[config.mk]
export PLATFORM = sky130hd
export DESIGN_NAME = toggle_pulse_decoder
export DESIGN_NICKNAME = d
export VERILOG_FILES = /design/src/rtl/tff_link_pkg.sv /design/src/rtl/toggle_pulse_decoder_sync_chain.sv /design/src/rtl/toggle_pulse_decoder.sv
export SDC_FILE = /design/constraint.sdc
export NUM_CORES = 1
export LEC_CHECK = 0
export BUFFER_PORTS_ARGS = -buffer_cell sky130_fd_sc_hd__buf_2
export CAP_MARGIN = 20
export CORE_UTILIZATION = 31
export DETAILED_ROUTE_END_ITERATION = 7
export SYNTH_ARGS = -nofsm -noshare
export SYNTH_HDL_FRONTEND = slang
export SYNTH_SLANG_ARGS = --single-unit
[constraint.sdc]
create_clock -name clk -period 3.7 [get_ports clk]
set_input_delay 0.37 -clock clk [delete_from_list [all_inputs] [get_ports clk]]
set_output_delay 0.37 -clock clk [all_outputs]
set_load 0.1 [all_outputs]
[src/rtl/tff_link_pkg.sv]
// tff_link_pkg: shared types and constants for the toggle-encoded event link
package tff_link_pkg;
  typedef enum logic [1:0] {
    PRIME = 2'b00,
    ARMED = 2'b01
  } tff_state_t;
  localparam int TFF_SYNC_DEFAULT = 2;
endpackage

[src/rtl/toggle_pulse_decoder_sync_chain.sv]
// sync_chain: resettable multi-flop synchroniser for a single asynchronous bit
module sync_chain #(
  parameter int SYNC_STAGES = 2
) (
  input  logic clk,
  input  logic rst,
  input  logic d,
  output logic q
);
  logic [SYNC_STAGES-1:0] s;
  always_ff @(posedge clk)
    if (rst) s <= '0;
    else s <= {s[SYNC_STAGES-2:0], d};
  assign q = s[SYNC_STAGES-1];
endmodule

[src/rtl/toggle_pulse_decoder.sv]
// toggle_pulse_decoder: turns each level change of a toggle-encoded input into one pulse and counts them
module toggle_pulse_decoder
  import tff_link_pkg::*;
#(
  parameter int SYNC_STAGES = TFF_SYNC_DEFAULT,
  parameter int CNT_W = 8
) (
  input  logic             clk,
  input  logic             rst,
  input  logic             en,
  input  logic             tog_in,
  input  logic             clr_cnt,
  output logic             pulse_out,
  output logic             level_out,
  output logic [CNT_W-1:0] evt_cnt,
  output logic             ovf
);
  tff_state_t state;
  logic [2:0] pcnt;
  logic prev;
  logic hit;
  sync_chain #(.SYNC_STAGES(SYNC_STAGES)) u_sync (
    .clk(clk),
    .rst(rst),
    .d(tog_in),
    .q(level_out)
  );
  assign hit = (state == ARMED) & en & (level_out ^ prev);
  always_ff @(posedge clk) begin
    if (rst) begin
      state <= PRIME;
      pcnt <= '0;
      prev <= 1'b0;
      pulse_out <= 1'b0;
      evt_cnt <= '0;
      ovf <= 1'b0;
    end else begin
      prev <= level_out;
      pulse_out <= hit;
      case (state)
        PRIME: begin
          pcnt <= pcnt + 3'd1;
          if (pcnt == 3'(SYNC_STAGES)) state <= ARMED;
        end
        ARMED: ;
        default: begin
          state <= PRIME;
          pcnt <= '0;
        end
      endcase
      // a clear coinciding with an event keeps that event
      if (clr_cnt) begin
        evt_cnt <= CNT_W'(hit);
        ovf <= 1'b0;
      end else if (hit) begin
        evt_cnt <= evt_cnt + 1'b1;
        if (&evt_cnt) ovf <= 1'b1;
      end
    end
  end
endmodule

==> key figures, run 1 <==
Worst hold path
  • Hold Path Stages: 2
  • Class of the tightest hold or removal check: in -> reg

Cells and area
  • Proportion of layout cells with a drive suffix above 1: roughly 23%
  • Final antenna diode count: 0
  • Layout net count: 110
  • Filler cells: ~230
  • Finished layout cell area: between 800 and 900 um2
  • Non-filler instance count after layout: 129
  • Final design utilization: about two fifths
  • Synth-to-layout area growth: 14.7%

Setup path
  • Largest delay contributor family on the critical path: flip-flops
  • Highest-delay cell along the critical path: sky130_fd_sc_hd__dfxtp_1
  • Largest stage delay on the critical path: about 0.51 ns
  • Largest fanout on the critical path: 9
  • List of cells traversed by the critical path: buf_2
  • Buffers plus inverters on the worst setup path: 1
  • Kind of end point of the critical path: output pin
  • Critical Path Start Type: flop
  • Req. time, crit path: between 3 and 4 ns
  • CP Depth: 1
  • Worst-case reg-to-reg path depth: 3
  • Path type of the worst setup path: reg -> out
  • Arrival time worst endpoint: 1.29 ns

Synth
  • Post-synth EDFFs: 0
  • Synth cell count leaders: 17 x sky130_fd_sc_hd__dfxtp_1, 7 x sky130_fd_sc_hd__nand2_1, 6 x sky130_fd_sc_hd__nand3_1, 6 x sky130_fd_sc_hd__nor2_1
  • Synthesized Nets: 94
  • Sequential-to-total area share from yosys stat: roughly 44%
  • Post-synthesis cell type with the largest combined area: sky130_fd_sc_hd__dfxtp_1
  • Post-synthesis instance area: between 700 and 800 um2
  • Number of storage elements in the synthesis netlist: 17
  • Fraction of synthesis flops using an asynchronous set or reset pin: 0%
  • Top cells by area in the synthesized netlist: sky130_fd_sc_hd__dfxtp_1 44%, sky130_fd_sc_hd__mux2i_1 5.2%, sky130_fd_sc_hd__ha_1 4.8%
  • Yosys cell types: 28
  • Cell with the most instances after synthesis: sky130_fd_sc_hd__dfxtp_1
  • Most used flip-flop cell after synthesis: sky130_fd_sc_hd__dfxtp_1
  • Post-synthesis cell count: 86
  • Synthesis warning total: 0
  • Fraction of synthesized cell area taken by the top area cell type: between 40% and 50%
  • Avg Synthesized Cell Area: 9.01 um2

Drt
  • Via count: 659
  • Number of DRC violations after detailed routing: 0
  • Count of antenna-violating nets left after detailed routing: 0
  • Via density: 5.11
  • Number of iterations in the first detailed-routing pass: 4
  • DRT Wirelength: approximately 1500 um
  • Routed length per instance: 11.5 um
  • Starting DRC count in detailed routing: 15

Floorplanning
  • Placeable Area: about 0.0023 mm2
  • Overall die area: 0.00270 mm2
  • Boundary Pins: 16
  • Initial Util: between 30% and 40%
  • Die boundary height: about 52 um
  • Die W: slightly above 50 um
  • Num rows: 17

Timing
  • Slew headroom: 42.8%
  • Minimum period implied by the final worst setup slack: 1.66 ns
  • Transition at the pin with the smallest max-transition slack: ~0.85 ns
  • Unrepaired setup endpoints after global routing: false
  • Max-slew violation count: 0
  • Final TNS setup: 0 ns
  • Endpoints failing setup: 0
  • Fin crit share: ~45%
  • Final Skew: 0.00359 ns
  • Achievable frequency: 603 MHz
  • Number of hold violations in the final report: 0

Place
  • HPWL reported at the end of detailed placement: approximately 1100 um
  • Gp weighted congestion: around 0.76
  • Standard cell area after detailed placement: approximately 860 um2
  • Buffers on Ports: 15
  • Cell Count Post-Placement: around 130

CTS
  • Total of cells resized after clock tree synthesis: 0
  • Maximum level of the CTS H-tree: 1
  • TritonCTS buffer count: 3
  • CTS tree: done
  • Setup Fix Bufs, Post-CTS: 0
  • Clock root buffer: sky130_fd_sc_hd__clkbuf_4
  • Clock latency reported for the late side of the worst-skew pair: roughly 0.28 ns
  • Clock slew at reported path FFs: ~0.10 ns
  • Number of sinks handled by clock tree synthesis: 17
  • CTS max path bufs: 2
  • Number of hold buffers added after cts: 0

Global routing
  • Maximum number of pins on one net before global-route repair: 14
  • Global router's overall resource usage: approximately an eighth
  • Number of antenna violations at the first check in global routing: 0
  • Wire length of the first global-routing pass: between 2000 and 3000 um
  • Via count of the first global-routing pass: between 600 and 700
  • Total congestion overflow: 0

Power
  • Leakage Power: between 0.3 and 0.4 nW
  • Max IR drop VDD: approximately 0.28 mV
  • Ratio of total power to cell area: between 400 and 500 mW/mm2

Flow run
  • Max-cap check violation count: 0

Run status
  • Run status: complete, no violations
[placed cells by master (no fill, tap or decap)]
master	instances
sky130_fd_sc_hd__nor4_1	3
sky130_fd_sc_hd__and4_1	1
sky130_fd_sc_hd__inv_1	3
sky130_fd_sc_hd__o31ai_1	2
sky130_fd_sc_hd__nand2_2	1
sky130_fd_sc_hd__a21oi_1	3
sky130_fd_sc_hd__clkinv_2	1
sky130_fd_sc_hd__or3_2	1
sky130_fd_sc_hd__xnor2_1	2
sky130_fd_sc_hd__and2_2	1
sky130_fd_sc_hd__nor2_1	6
sky130_fd_sc_hd__xor2_1	2
sky130_fd_sc_hd__mux2i_1	4
sky130_fd_sc_hd__nor2b_1	4
sky130_fd_sc_hd__nor3_1	1
sky130_fd_sc_hd__or4_1	2
sky130_fd_sc_hd__a21boi_0	2
sky130_fd_sc_hd__nand2_1	7
sky130_fd_sc_hd__ha_1	3
sky130_fd_sc_hd__o21ai_0	3
sky130_fd_sc_hd__or3_1	3
sky130_fd_sc_hd__a21boi_1	1
sky130_fd_sc_hd__and2b_2	1
sky130_fd_sc_hd__clkbuf_4	3
sky130_fd_sc_hd__dfxtp_1	17
sky130_fd_sc_hd__nand4_1	3
sky130_fd_sc_hd__nand3_1	6
sky130_fd_sc_hd__buf_2	15
[cells by family (layout without fill, tap and decap cells)]
logic type,count (synthesis),count (layout),synth area share (%)
XOR/XNOR,4,4,4.52
multiplexers,4,4,5.17
adder cells (fa/ha/maj),3,3,4.85
AND/OR/NAND/NOR,40,40,28.3
flip-flops,17,17,43.9
buffers and inverters,7,22,4.52
AO/OA/AOI/OAI,11,11,8.72
[where the power goes]
part           leakage, nW  internal, mW  switching (mW)
combinational        0.204        0.0304          0.0409
clock               0.0177        0.0401          0.0567
sequential           0.138         0.202          0.0190
[per-stage QoR]
| stage | hold WS (ns) | power [mW] | setup WS [ns] |
|---|---|---|---|
| 4_1_cts | 0.285 | 0.397 | 2.04 |
| 5_1_grt | 0.300 | 0.418 | 1.99 |
| 3_5_place_dp | 0.436 | 0.298 | 2.26 |
| 3_3_place_gp | 0.427 | 0.294 | 2.26 |
| 6_report | 0.293 | 0.389 | 2.04 |
| 2_1_floorplan | 0.414 | 0.285 | 1.67 |
[layer usage]
layer / GRT usage (%) / share of wire, %
met1: 15.3 / 46
met2: 22.2 / 48
met3: 4.39 / 5.7
met4: 2.70 / 0
met5: 0 / 0
[sequential cells by signal, indices dropped and copies added, names as in the netlist]
name       count
evt_cnt        8
ovf            1
state          1
pcnt           3
prev           1
u_sync.s       2
pulse_out      1
[layout make-up]
cell class / instances / area, um2 / area share [%]
Multi-Input combinational cell: 62 / 399 / 44.9
Clock buffer: 3 / 22.5 / 2.54
Inverter: 3 / 11.3 / 1.27
Timing Repair Buffer: 15 / 75.1 / 8.45
Tap cell: 28 / 35.0 / 3.94
Sequential cell: 17 / 340 / 38.3
Clock inverter: 1 / 5.00 / 0.563
[final timing paths]
check	start	end	slack, ns
hold / removal	tog_in	u_sync.s[0]$_SDFF_PP0_	0.29
setup / recovery	evt_cnt[2]$_SDFFE_PP0P_	evt_cnt[2]	2.04
hold reg to reg	u_sync.s[0]$_SDFF_PP0_	u_sync.s[1]$_SDFF_PP0_	0.46
setup reg to reg	u_sync.s[1]$_SDFF_PP0_	evt_cnt[5]$_SDFFE_PP0P_	2.24
Power figures use the tool's default switching activity.
==> inputs of run 2 (changes only) <==
==> constraint.sdc (replaced) <==
create_clock -name clk -period 1.55 [get_ports clk]
set_input_delay 0.155 -clock clk [delete_from_list [all_inputs] [get_ports clk]]
set_output_delay 0.155 -clock clk [all_outputs]
set_load 0.1 [all_outputs]
==> run 2 against run 1 <==
  * Final cell count up 0.78%
  * Non-clock buffer count up 1
  * First-iteration DRC count down 53%
  * Global-route usage up 0.16 points
  * Critical path type is now reg -> reg
  * Sequential cell count unchanged
  * Sequential power up 140%
  * Critical path depth up 2
  * Wire length up 3.3%
  * Total power up 140%
  * Register-to-register slack worse by 2.1 ns
==> key figures, run 2 (synthesis results as in run 1) <==
Power
  • Clk network pwr share: 25.9% (was 24.9%)
  • Combinational Power Share: 18.8% (was 18.3%)
  • Seq pwr share: 55.4% (was 56.8%)
  • Switching Share: 31.3% (was 30.0%)
  • Max IR drop VDD: 0.540 mV (was 0.281 mV)
  • Internal power of the cells: 0.646 mW (was 0.272 mW)
  • Leakage Power: 0.370 nW (was 0.359 nW)
  • Ratio of total power to cell area: 1030 mW/mm2 (was 438 mW/mm2)
  • Switching power total: 0.294 mW (was 0.117 mW)

Place
  • Buffers on Ports: 15 (unchanged)
  • Cell Count Post-Placement: 126 (was 125)
  • Standard cell area after detailed placement: 890 um2 (was 861 um2)
  • Post-Place Setup Slack: 0.129 ns (was 2.26 ns)
  • Gp weighted congestion: 0.778 (was 0.764)

Cells and area
  • Finished layout cell area: 917 um2 (was 888 um2)
  • Flip-flop count of the largest register after layout: 8 (unchanged)
  • Layout net count: 111 (was 110)
  • Largest registers: evt_cnt: 8 flops, pcnt: 3 flops, u_sync.s: 2 flops (unchanged)
  • Non-filler instance count after layout: 130 (was 129)
  • Leading cell type in the layout, fill and taps excluded: sky130_fd_sc_hd__buf_2 (was sky130_fd_sc_hd__dfxtp_1)
  • Synth-to-layout area growth: 18.4% (was 14.7%)
  • Leading cell types in the layout, fill and taps excluded: 15 x sky130_fd_sc_hd__buf_2, 8 x sky130_fd_sc_hd__dfxtp_1, 7 x sky130_fd_sc_hd__nand2_1 (was 17 x sky130_fd_sc_hd__dfxtp_1, 15 x sky130_fd_sc_hd__buf_2, 7 x sky130_fd_sc_hd__nand2_1)
  • Proportion of layout cells with a drive suffix above 1: 32.4% (was 22.8%)
  • Register name with the most flops: evt_cnt (unchanged)
  • Final design utilization: 40.3% (was 39.0%)
  • Final antenna diode count: 0 (unchanged)

CTS
  • Clock latency reported for the late side of the worst-skew pair: 0.30 ns (was 0.28 ns)
  • Number of hold buffers added after cts: 0 (unchanged)
  • Clock slew at reported path FFs: 0.10 ns (about the same)
  • Maximum level of the CTS H-tree: 1 (unchanged)
  • Setup Fix Bufs, Post-CTS: 0 (unchanged)
  • CTS tree: done (unchanged)
  • TritonCTS buffer count: 3 (unchanged)
  • Number of sinks handled by clock tree synthesis: 17 (unchanged)
  • Total of cells resized after clock tree synthesis: 0 (unchanged)
  • Clock root buffer: sky130_fd_sc_hd__clkbuf_4 (unchanged)
  • CTS max path bufs: 2 (unchanged)

Timing
  • Final TNS setup: 0 ns (unchanged)
  • Achievable frequency: just over 700 MHz
  • Transition at the pin with the smallest max-transition slack: 0.788 ns (was 0.851 ns)
  • Endpoints failing setup: 0 (unchanged)
  • Slew headroom: 47.1% (was 42.8%)
  • Setup WS post-layout: 0.133 ns (was 2.04 ns)
  • Number of hold violations in the final report: 0 (unchanged)
  • Final Skew: 0.00355 ns (was 0.00359 ns)
  • Minimum period implied by the final worst setup slack: roughly 1.4 ns
  • Unrepaired setup endpoints after global routing: false (unchanged)
  • Max-slew violation count: 0 (unchanged)
  • Fin crit share: 91.4%

Floorplanning
  • Die W: 52.0 um (unchanged)
  • Placeable Area: 0.00228 mm2 (unchanged)
  • Die boundary height: 52.0 um (unchanged)
  • Num rows: 17 (unchanged)
  • Initial Util: 34.0% (unchanged)
  • Overall die area: 0.00270 mm2 (unchanged)
  • Boundary Pins: 16 (unchanged)

Drt
  • Number of iterations in the first detailed-routing pass: 4 (unchanged)
  • Count of antenna-violating nets left after detailed routing: 0 (unchanged)
  • DRT Wirelength: 1530 um (was 1480 um)
  • Via count: 648 (was 659)
  • Routed length per instance: 11.8 um (was 11.5 um)
  • Via density: 4.98 (was 5.11)
  • Starting DRC count in detailed routing: 7 (was 15)
  • Number of DRC violations after detailed routing: 0 (unchanged)

Worst hold path
  • Class of the tightest hold or removal check: in -> reg (unchanged)

Setup path
  • Highest-delay cell along the critical path: sky130_fd_sc_hd__or4_1 (was sky130_fd_sc_hd__dfxtp_1)
  • Largest delay contributor family on the critical path: simple AND/OR/NAND/NOR gates (was flip-flops)
  • List of cells traversed by the critical path: xnor2_1 -> or4_1 -> a21boi_0 (was buf_2)
  • Critical Path Start Type: flop (unchanged)
  • Arrival time worst endpoint: 1.65 ns (was 1.29 ns)
  • Buffers plus inverters on the worst setup path: 0 (was 1)
  • Path type of the worst setup path: reg -> reg (was reg -> out)
  • Largest stage delay on the critical path: 0.54 ns (was 0.51 ns)
  • Req. time, crit path: 1.78 ns (was 3.33 ns)
  • Kind of end point of the critical path: flop (was output pin)
  • Largest fanout on the critical path: 11 (was 9)

Global routing
  • Wire length of the first global-routing pass: 2530 um (was 2590 um)
  • Total congestion overflow: 0 (unchanged)
  • Number of antenna violations at the first check in global routing: 0 (unchanged)
  • Maximum number of pins on one net before global-route repair: 14 (unchanged)
  • Via count of the first global-routing pass: 609 (was 615)
  • Global router's overall resource usage: 13.1% (was 12.9%)

Run status
  • Run status: complete, no violations (unchanged)

Flow run
  • Max-cap check violation count: 0 (unchanged)
-- run 2: cell types whose count changed in the layout (fill, tap and decap cells not counted), sizes merged --
| cell | previous run | this run |
|---|---|---|
| buf | 15 | 16 |
-- run 2: cell type report --
cell class	instances	area [um2]
fillers	234	1360
multi-input cells	62	399
flip-flops and latches	17	362
repair buffers	16	82.6
well taps	28	35.0
clock buffers	3	22.5
inverters	3	11.3
clock inverters	1	5.00
-- run 2: final timing paths --
check	end	slack (ns)	cells after the start	from
hold / removal	u_sync.s[0]$_SDFF_PP0_	0.06	2	tog_in
setup reg to reg	evt_cnt[3]$_SDFFE_PP0P_	0.13	3	u_sync.s[1]$_SDFF_PP0_
setup / recovery	evt_cnt[3]$_SDFFE_PP0P_	0.13	3	u_sync.s[1]$_SDFF_PP0_
hold reg to reg	u_sync.s[1]$_SDFF_PP0_	0.44	1	u_sync.s[0]$_SDFF_PP0_
-- run 2: per-layer routing --
layer	up-vias	routed length, um	global-route usage [%]
met5	-	0	0
met3	3	77	6.14
li1	335	-	-
met4	0	11	4.05
met1	296	689	13.6
met2	14	751	22.9
-- run 2: power by group through the flow --
stage,Combinational [mW],Sequential [mW],Clock (mW)
after floorplan,0.138,0.537,0
after global placement,0.172,0.526,0
after detailed placement,0.178,0.531,0
after CTS,0.180,0.520,0.253
after global routing,0.204,0.527,0.283
final,0.177,0.520,0.243
-- run 2: metrics by stage --
step	hold slack, ns	power [mW]
final	0.0620	0.940
after global placement	0.368	0.698
after floorplan	0.283	0.675
after detailed placement	0.371	0.709
after global routing	0.0607	1.01
after CTS	0.0510	0.953
-- run 2: worst reg2reg max path, cell delays in order, from the launching register on --
cell	delay [ns]
sky130_fd_sc_hd__dfxtp_4	0.37
sky130_fd_sc_hd__xnor2_1	0.28
sky130_fd_sc_hd__or4_1	0.54
sky130_fd_sc_hd__a21boi_0	0.17
